File: src/rtl/seq_div16by8_pkg.sv
// Shared definitions for the sequential 16/8 restoring divider.
package seq_div16by8_pkg;

  localparam int DIVIDEND_W_DEF = 16;
  localparam int DIVISOR_W_DEF  = 8;

  // Width of an iteration counter that must hold the value w-1.
  function automatic int cnt_w(input int w);
    return (w > 1) ? $clog2(w) : 1;
  endfunction

  localparam int CNT_W = cnt_w(DIVIDEND_W_DEF);

  typedef enum logic [1:0] {
    IDLE,
    CALC,
    DONE
  } state_t;

endpackage

File: src/rtl/seq_div16by8_if.sv
// Operand/result handshake bundle for the sequential divider.
interface seq_div16by8_if #(
  parameter int DIVIDEND_W = 16,
  parameter int DIVISOR_W  = 8
);
  logic                  in_valid;
  logic                  in_ready;
  logic [DIVIDEND_W-1:0] dividend;
  logic [DIVISOR_W-1:0]  divisor;
  logic                  out_valid;
  logic                  out_ready;
  logic [DIVIDEND_W-1:0] quotient;
  logic [DIVISOR_W-1:0]  remainder;
  logic                  div_by_zero;

  modport master (
    output in_valid, dividend, divisor, out_ready,
    input  in_ready, out_valid, quotient, remainder, div_by_zero
  );

  modport slave (
    input  in_valid, dividend, divisor, out_ready,
    output in_ready, out_valid, quotient, remainder, div_by_zero
  );
endinterface

File: src/rtl/seq_div16by8_div_step.sv
// One restoring-division step: shift in a dividend bit, trial-subtract the divisor.
module seq_div16by8_div_step #(
  parameter int DIVISOR_W = 8
) (
  input  logic [DIVISOR_W-1:0] partial_rem,
  input  logic                 in_bit,
  input  logic [DIVISOR_W-1:0] divisor,
  output logic [DIVISOR_W-1:0] next_rem,
  output logic                 qbit
);

  logic [DIVISOR_W:0] trial;

  // The stored remainder is always below the divisor, so its extra top bit is
  // zero and only the low bits are carried between steps. When the trial value
  // is at least the divisor the difference fits in DIVISOR_W bits, so the
  // modulo subtraction on the low bits is exact.
  always_comb begin
    trial = {partial_rem, in_bit};
    qbit  = (trial >= {1'b0, divisor});
    if (qbit) begin
      next_rem = trial[DIVISOR_W-1:0] - divisor;
    end else begin
      next_rem = trial[DIVISOR_W-1:0];
    end
  end

endmodule

File: src/rtl/seq_div16by8.sv
// Sequential radix-2 restoring divider: one quotient bit per clock,
// valid/ready handshake on operands and result, zero-divisor flagged.
module seq_div16by8
  import seq_div16by8_pkg::*;
#(
  parameter int DIVIDEND_W = DIVIDEND_W_DEF,
  parameter int DIVISOR_W  = DIVISOR_W_DEF
) (
  input  logic          clk,
  input  logic          rst_n,
  seq_div16by8_if.slave bus
);

  localparam int CW = cnt_w(DIVIDEND_W);

  state_t                state;
  logic [CW-1:0]         cnt;
  logic [DIVIDEND_W-1:0] shift_reg;
  logic [DIVISOR_W-1:0]  partial_rem;
  logic [DIVISOR_W-1:0]  divisor_hold;
  logic                  in_ready;
  logic                  out_valid;
  logic [DIVIDEND_W-1:0] quotient;
  logic [DIVISOR_W-1:0]  remainder;
  logic                  div_by_zero;

  logic [DIVISOR_W-1:0]  step_rem;
  logic                  step_qbit;

  seq_div16by8_div_step #(
    .DIVISOR_W(DIVISOR_W)
  ) u_step (
    .partial_rem(partial_rem),
    .in_bit     (shift_reg[DIVIDEND_W-1]),
    .divisor    (divisor_hold),
    .next_rem   (step_rem),
    .qbit       (step_qbit)
  );

  assign bus.in_ready    = in_ready;
  assign bus.out_valid   = out_valid;
  assign bus.quotient    = quotient;
  assign bus.remainder   = remainder;
  assign bus.div_by_zero = div_by_zero;

  // Control FSM and datapath; all handshake outputs are registered.
  always_ff @(posedge clk or negedge rst_n) begin
    if (!rst_n) begin
      state        <= IDLE;
      cnt          <= '0;
      shift_reg    <= '0;
      partial_rem  <= '0;
      divisor_hold <= '0;
      in_ready     <= 1'b1;
      out_valid    <= 1'b0;
      quotient     <= '0;
      remainder    <= '0;
      div_by_zero  <= 1'b0;
    end else begin
      case (state)
        IDLE: begin
          if (bus.in_valid && in_ready) begin
            shift_reg    <= bus.dividend;
            divisor_hold <= bus.divisor;
            partial_rem  <= '0;
            cnt          <= CW'(DIVIDEND_W - 1);
            in_ready     <= 1'b0;
            if (bus.divisor == '0) begin
              // Zero divisor skips the iteration and reports a saturated quotient.
              quotient    <= '1;
              remainder   <= bus.dividend[DIVISOR_W-1:0];
              div_by_zero <= 1'b1;
              out_valid   <= 1'b1;
              state       <= DONE;
            end else begin
              div_by_zero <= 1'b0;
              state       <= CALC;
            end
          end
        end
        CALC: begin
          partial_rem <= step_rem;
          shift_reg   <= {shift_reg[DIVIDEND_W-2:0], step_qbit};
          if (cnt == '0) begin
            // Final step: publish the result directly from the step outputs.
            quotient  <= {shift_reg[DIVIDEND_W-2:0], step_qbit};
            remainder <= step_rem;
            out_valid <= 1'b1;
            state     <= DONE;
          end else begin
            cnt <= cnt - 1'b1;
          end
        end
        DONE: begin
          if (out_valid && bus.out_ready) begin
            out_valid <= 1'b0;
            in_ready  <= 1'b1;
            state     <= IDLE;
          end
        end
        default: begin
          state <= IDLE;
        end
      endcase
    end
  end

endmodule

File: src/flat_wrapper.sv
// flat-port wrapper written by rule: the top's interface ports become plain ports
module seq_div16by8_flat import seq_div16by8_pkg::*;
#(
  parameter int DIVIDEND_W = DIVIDEND_W_DEF,
  parameter int DIVISOR_W  = DIVISOR_W_DEF
)
  (clk, rst_n, bus_in_valid, bus_dividend, bus_divisor, bus_out_ready, bus_in_ready, bus_out_valid, bus_quotient, bus_remainder, bus_div_by_zero);
  seq_div16by8_if #(.DIVIDEND_W(DIVIDEND_W), .DIVISOR_W(DIVISOR_W)) bus_i ();
  input  logic clk;
  input  logic rst_n;
  input wire logic [$bits(bus_i.in_valid)-1:0] bus_in_valid;
  input wire logic [$bits(bus_i.dividend)-1:0] bus_dividend;
  input wire logic [$bits(bus_i.divisor)-1:0] bus_divisor;
  input wire logic [$bits(bus_i.out_ready)-1:0] bus_out_ready;
  output wire logic [$bits(bus_i.in_ready)-1:0] bus_in_ready;
  output wire logic [$bits(bus_i.out_valid)-1:0] bus_out_valid;
  output wire logic [$bits(bus_i.quotient)-1:0] bus_quotient;
  output wire logic [$bits(bus_i.remainder)-1:0] bus_remainder;
  output wire logic [$bits(bus_i.div_by_zero)-1:0] bus_div_by_zero;
  assign bus_i.in_valid = bus_in_valid;
  assign bus_i.dividend = bus_dividend;
  assign bus_i.divisor = bus_divisor;
  assign bus_i.out_ready = bus_out_ready;
  assign bus_in_ready = bus_i.in_ready;
  assign bus_out_valid = bus_i.out_valid;
  assign bus_quotient = bus_i.quotient;
  assign bus_remainder = bus_i.remainder;
  assign bus_div_by_zero = bus_i.div_by_zero;
  seq_div16by8 #(.DIVIDEND_W(DIVIDEND_W), .DIVISOR_W(DIVISOR_W)) u_core (.clk(clk), .rst_n(rst_n), .bus(bus_i));
endmodule
File: config.mk
export PLATFORM = sky130hd
export DESIGN_NAME = seq_div16by8_flat
export DESIGN_NICKNAME = d
export VERILOG_FILES = /design/src/rtl/seq_div16by8_pkg.sv /design/src/rtl/seq_div16by8_if.sv /design/src/rtl/seq_div16by8_div_step.sv /design/src/rtl/seq_div16by8.sv /design/src/flat_wrapper.sv
export SDC_FILE = /design/constraint.sdc
export NUM_CORES = 1
export LEC_CHECK = 0
export ABC_AREA = 1
export BUFFER_PORTS_ARGS = -buffer_cell sky130_fd_sc_hd__buf_2
export CAP_MARGIN = 10
export CORE_MARGIN = 4
export CORE_UTILIZATION = 28
export CTS_BUF_LIST = sky130_fd_sc_hd__clkbuf_4
export CTS_CLUSTER_SIZE = 14
export DETAILED_ROUTE_END_ITERATION = 8
export PLACE_DENSITY = 0.57
export SYNTH_ARGS = -nofsm -noshare
export SYNTH_HDL_FRONTEND = slang
export SYNTH_SLANG_ARGS = --single-unit
File: constraint.sdc
create_clock -name clk -period 3 [get_ports clk]
set_input_delay 0.15 -clock clk [delete_from_list [all_inputs] [get_ports clk]]
set_output_delay 0.15 -clock clk [all_outputs]
set_load 0.01 [all_outputs]
==> results.toml <==
[die]
fp.dieArea_um2 = 14000
rows = 40
die_x_um = 118
core_area_um2 = 12000
die_h_um = 118
ios = 55
start_util_pct = 28.5

[hold_path]
holdPathStages = 3
hold_class = "primary input to flop"

[setup_path]
rr_worst_depth = 6
reg2reg_setup_slack_ns = 0.52
path_cells = "nand2_4 > inv_2 > nor2_1 > inv_1 > o211ai_1 > o21ai_0"
cp_num_cells = 6
cpPeakStageDelay_ns = 0.68
cp_top_family = "simple AND/OR/NAND/NOR gates"
crit_type = "flop to flop"
crit_required_ns = 3.30
arrival_ns = 2.79
end_kind = "flop"
path_max_fanout = 21
startpoint_type = "flop"
path_buf_inv = 2
slowest_stage = "nor2_1"

[cells_and_area]
finalNetCount = 531
final_cell_mix = "nand2_1 (97), dfrtp_1 (64), inv_1 (60), buf_2 (54), nor2_1 (43)"
final_common_cell = "nand2_1"
area_delta_synth_final_pct = 20.8
fillers = 1271
n_antenna_cell = 0
layout-drive-gt1-share_pct = 16.9

[global_routing]
grt_usage_pct = 13.5
overflow = 0
grt_pass1_vias = 3111
grt_max_degree = 52
grt_pass1_wl_um = 15200
antenna_found_initial = 0

[drt]
via_count = 3015
ant_nets = 0
drcViolationCount = 0
vias_per_cell = 4.67
totalWireLength_um = 8730
wl_per_cell_um = 13.5
drt_pass1_iterations = 4
drt_iter0_drc = 187

[sta]
setup_viol = 0
worstMarginPinSlew_ns = 0.864
final.setup_skew_ns = 0.0134
setup_ws_ns = 0.517
slew_headroom_pct = 42.2
min_period_over_period_pct = 82.8
drv_slew = 0
finalSetupTns_ns = 0
hold_violations = 0
rsz0062_at_grt = "false"
fin_crit_ns = 2.48
fmax_ghz = 0.403

[pwr]
power_leakage_nw = 2.08
powerDensity_nw_per_um2 = 1080
ir_drop_mv = 0.264
p_total_mw = 4.45

[yosys]
synth_area_um2 = 3410
ys_seq_area_share_pct = 47.7
synthTopCellsByArea = "dfrtp_1 (47%), nand2_1 (11%), inv_1 (6.6%)"
yosys.area.top_type = "dfrtp_1"
ys_ff_latch = 65
synth_top_area_share_pct = 47.0
syn-instance-count = 425
yosysWarningCount = 0
synth_area_per_cell_um2 = 8.02
synth_nets = 463
ys_types = 33

[placement]
gp_congestion = 0.862
io_buffers = 54
dp_slack_ns = 0.507
dp_hpwl_um = 6390

[cts]
cts-root-buf = "clkbuf_4"
cts_tree = "yes"
clk_latency_ns = 0.44
clkTransAtPathRegs_ns = 0.12
h-tree-depth = 3
clockBufferDepth = 2
clkSinkCount = 65
cts_resized = 0
cts_buffers = 9

[job]
cap_violations = 0

[run_status]
status = "complete, no violations"
[Yosys cell counts, drive strengths merged]
cell type / count
dfstp: 1
nor2: 43
xor2: 1
a21oi: 5
o221ai: 3
or2: 8
nor2b: 1
o21ai: 33
fa: 1
a31oi: 12
a32o: 1
nand3: 32
nor3: 1
inv: 64
a22oi: 4
buf: 12
ha: 9
xnor2: 2
o211ai: 9
nand2: 100
nand4: 11
o31ai: 1
dfrtp: 64
and3: 1
clkbuf: 6
[through the flow]
| stage | instances | hold slack (ns) | util, % | area, µm² |
|---|---|---|---|---|
| floorplan | 425 | -0.146 | - | 3410 |
| global placement | 611 | 0.0735 | 31.6 | 3780 |
| detailed placement | 611 | 0.0778 | 31.6 | 3780 |
| CTS | 645 | 0.0396 | 34.4 | 4120 |
| global route | 645 | 0.0637 | 34.4 | 4120 |
| finish | 645 | 0.0708 | 34.4 | 4120 |
[where the power goes]
group          switching, mW  internal [mW]  total (mW)
sequential             0.230           1.27        1.50
clock                  0.346          0.337       0.683
combinational           1.45          0.816        2.26
[worst register-to-register path: cells and delay by family, from the launching register on]
| family | cells | cell delay (ns) |
|---|---|---|
| buffers and inverters | 2 | 0.61 |
| AND/OR/NAND/NOR | 2 | 0.92 |
| flip-flops | 1 | 0.52 |
| AO/OA/AOI/OAI | 2 | 0.33 |
[routing by layer]
metal  wire (µm)  vias up  global-route usage, %
li1            -     1515                      -
met2        4230       73                   22.7
met4         136        0                   4.76
met3         451       16                   4.16
met1        3910     1411                   16.4
met5           0        -                      0
[path summary, 6_finish.rpt]
path	startpoint	to
setup / recovery	u_core.state[0]	u_core.shift_reg[9]
hold / removal	bus_dividend[2]	u_core.shift_reg[2]
setup reg to reg	u_core.state[0]	u_core.shift_reg[9]
hold reg to reg	u_core.bus.div_by_zero	u_core.bus.div_by_zero
max in group asynchronous	rst_n	u_core.bus.remainder[2]
min in group asynchronous	rst_n	u_core.cnt[2]
[cell families (layout without fill, tap and decap cells)]
| logic type | Yosys count | count (layout) | share of synthesized area, % |
|---|---|---|---|
| XOR/XNOR | 3 | 3 | 0.771 |
| AO/OA/AOI/OAI | 68 | 68 | 11.9 |
| adder cells (fa/ha/maj) | 10 | 10 | 3.89 |
| buffers and inverters | 82 | 155 | 10.3 |
| AND/OR/NAND/NOR | 197 | 197 | 25.4 |
| flip-flops | 65 | 65 | 47.7 |
[cell type report]
cell class	instances	area, µm²	area share [%]
clock buffers	9	67.6	1.64
multi-input cells	278	1430	34.7
flip-flops and latches	65	1630	39.5
inverters	64	243	5.89
repair buffers	75	473	11.5
clock inverters	7	93.8	2.28
well taps	147	184	4.46
[repair_timing]
action	4_1_cts	5_1_grt
buffers inserted	0	0
hold buffers	18	0
endpoints found under the hold margin	31	0
(Power assumes the default switching activity.)
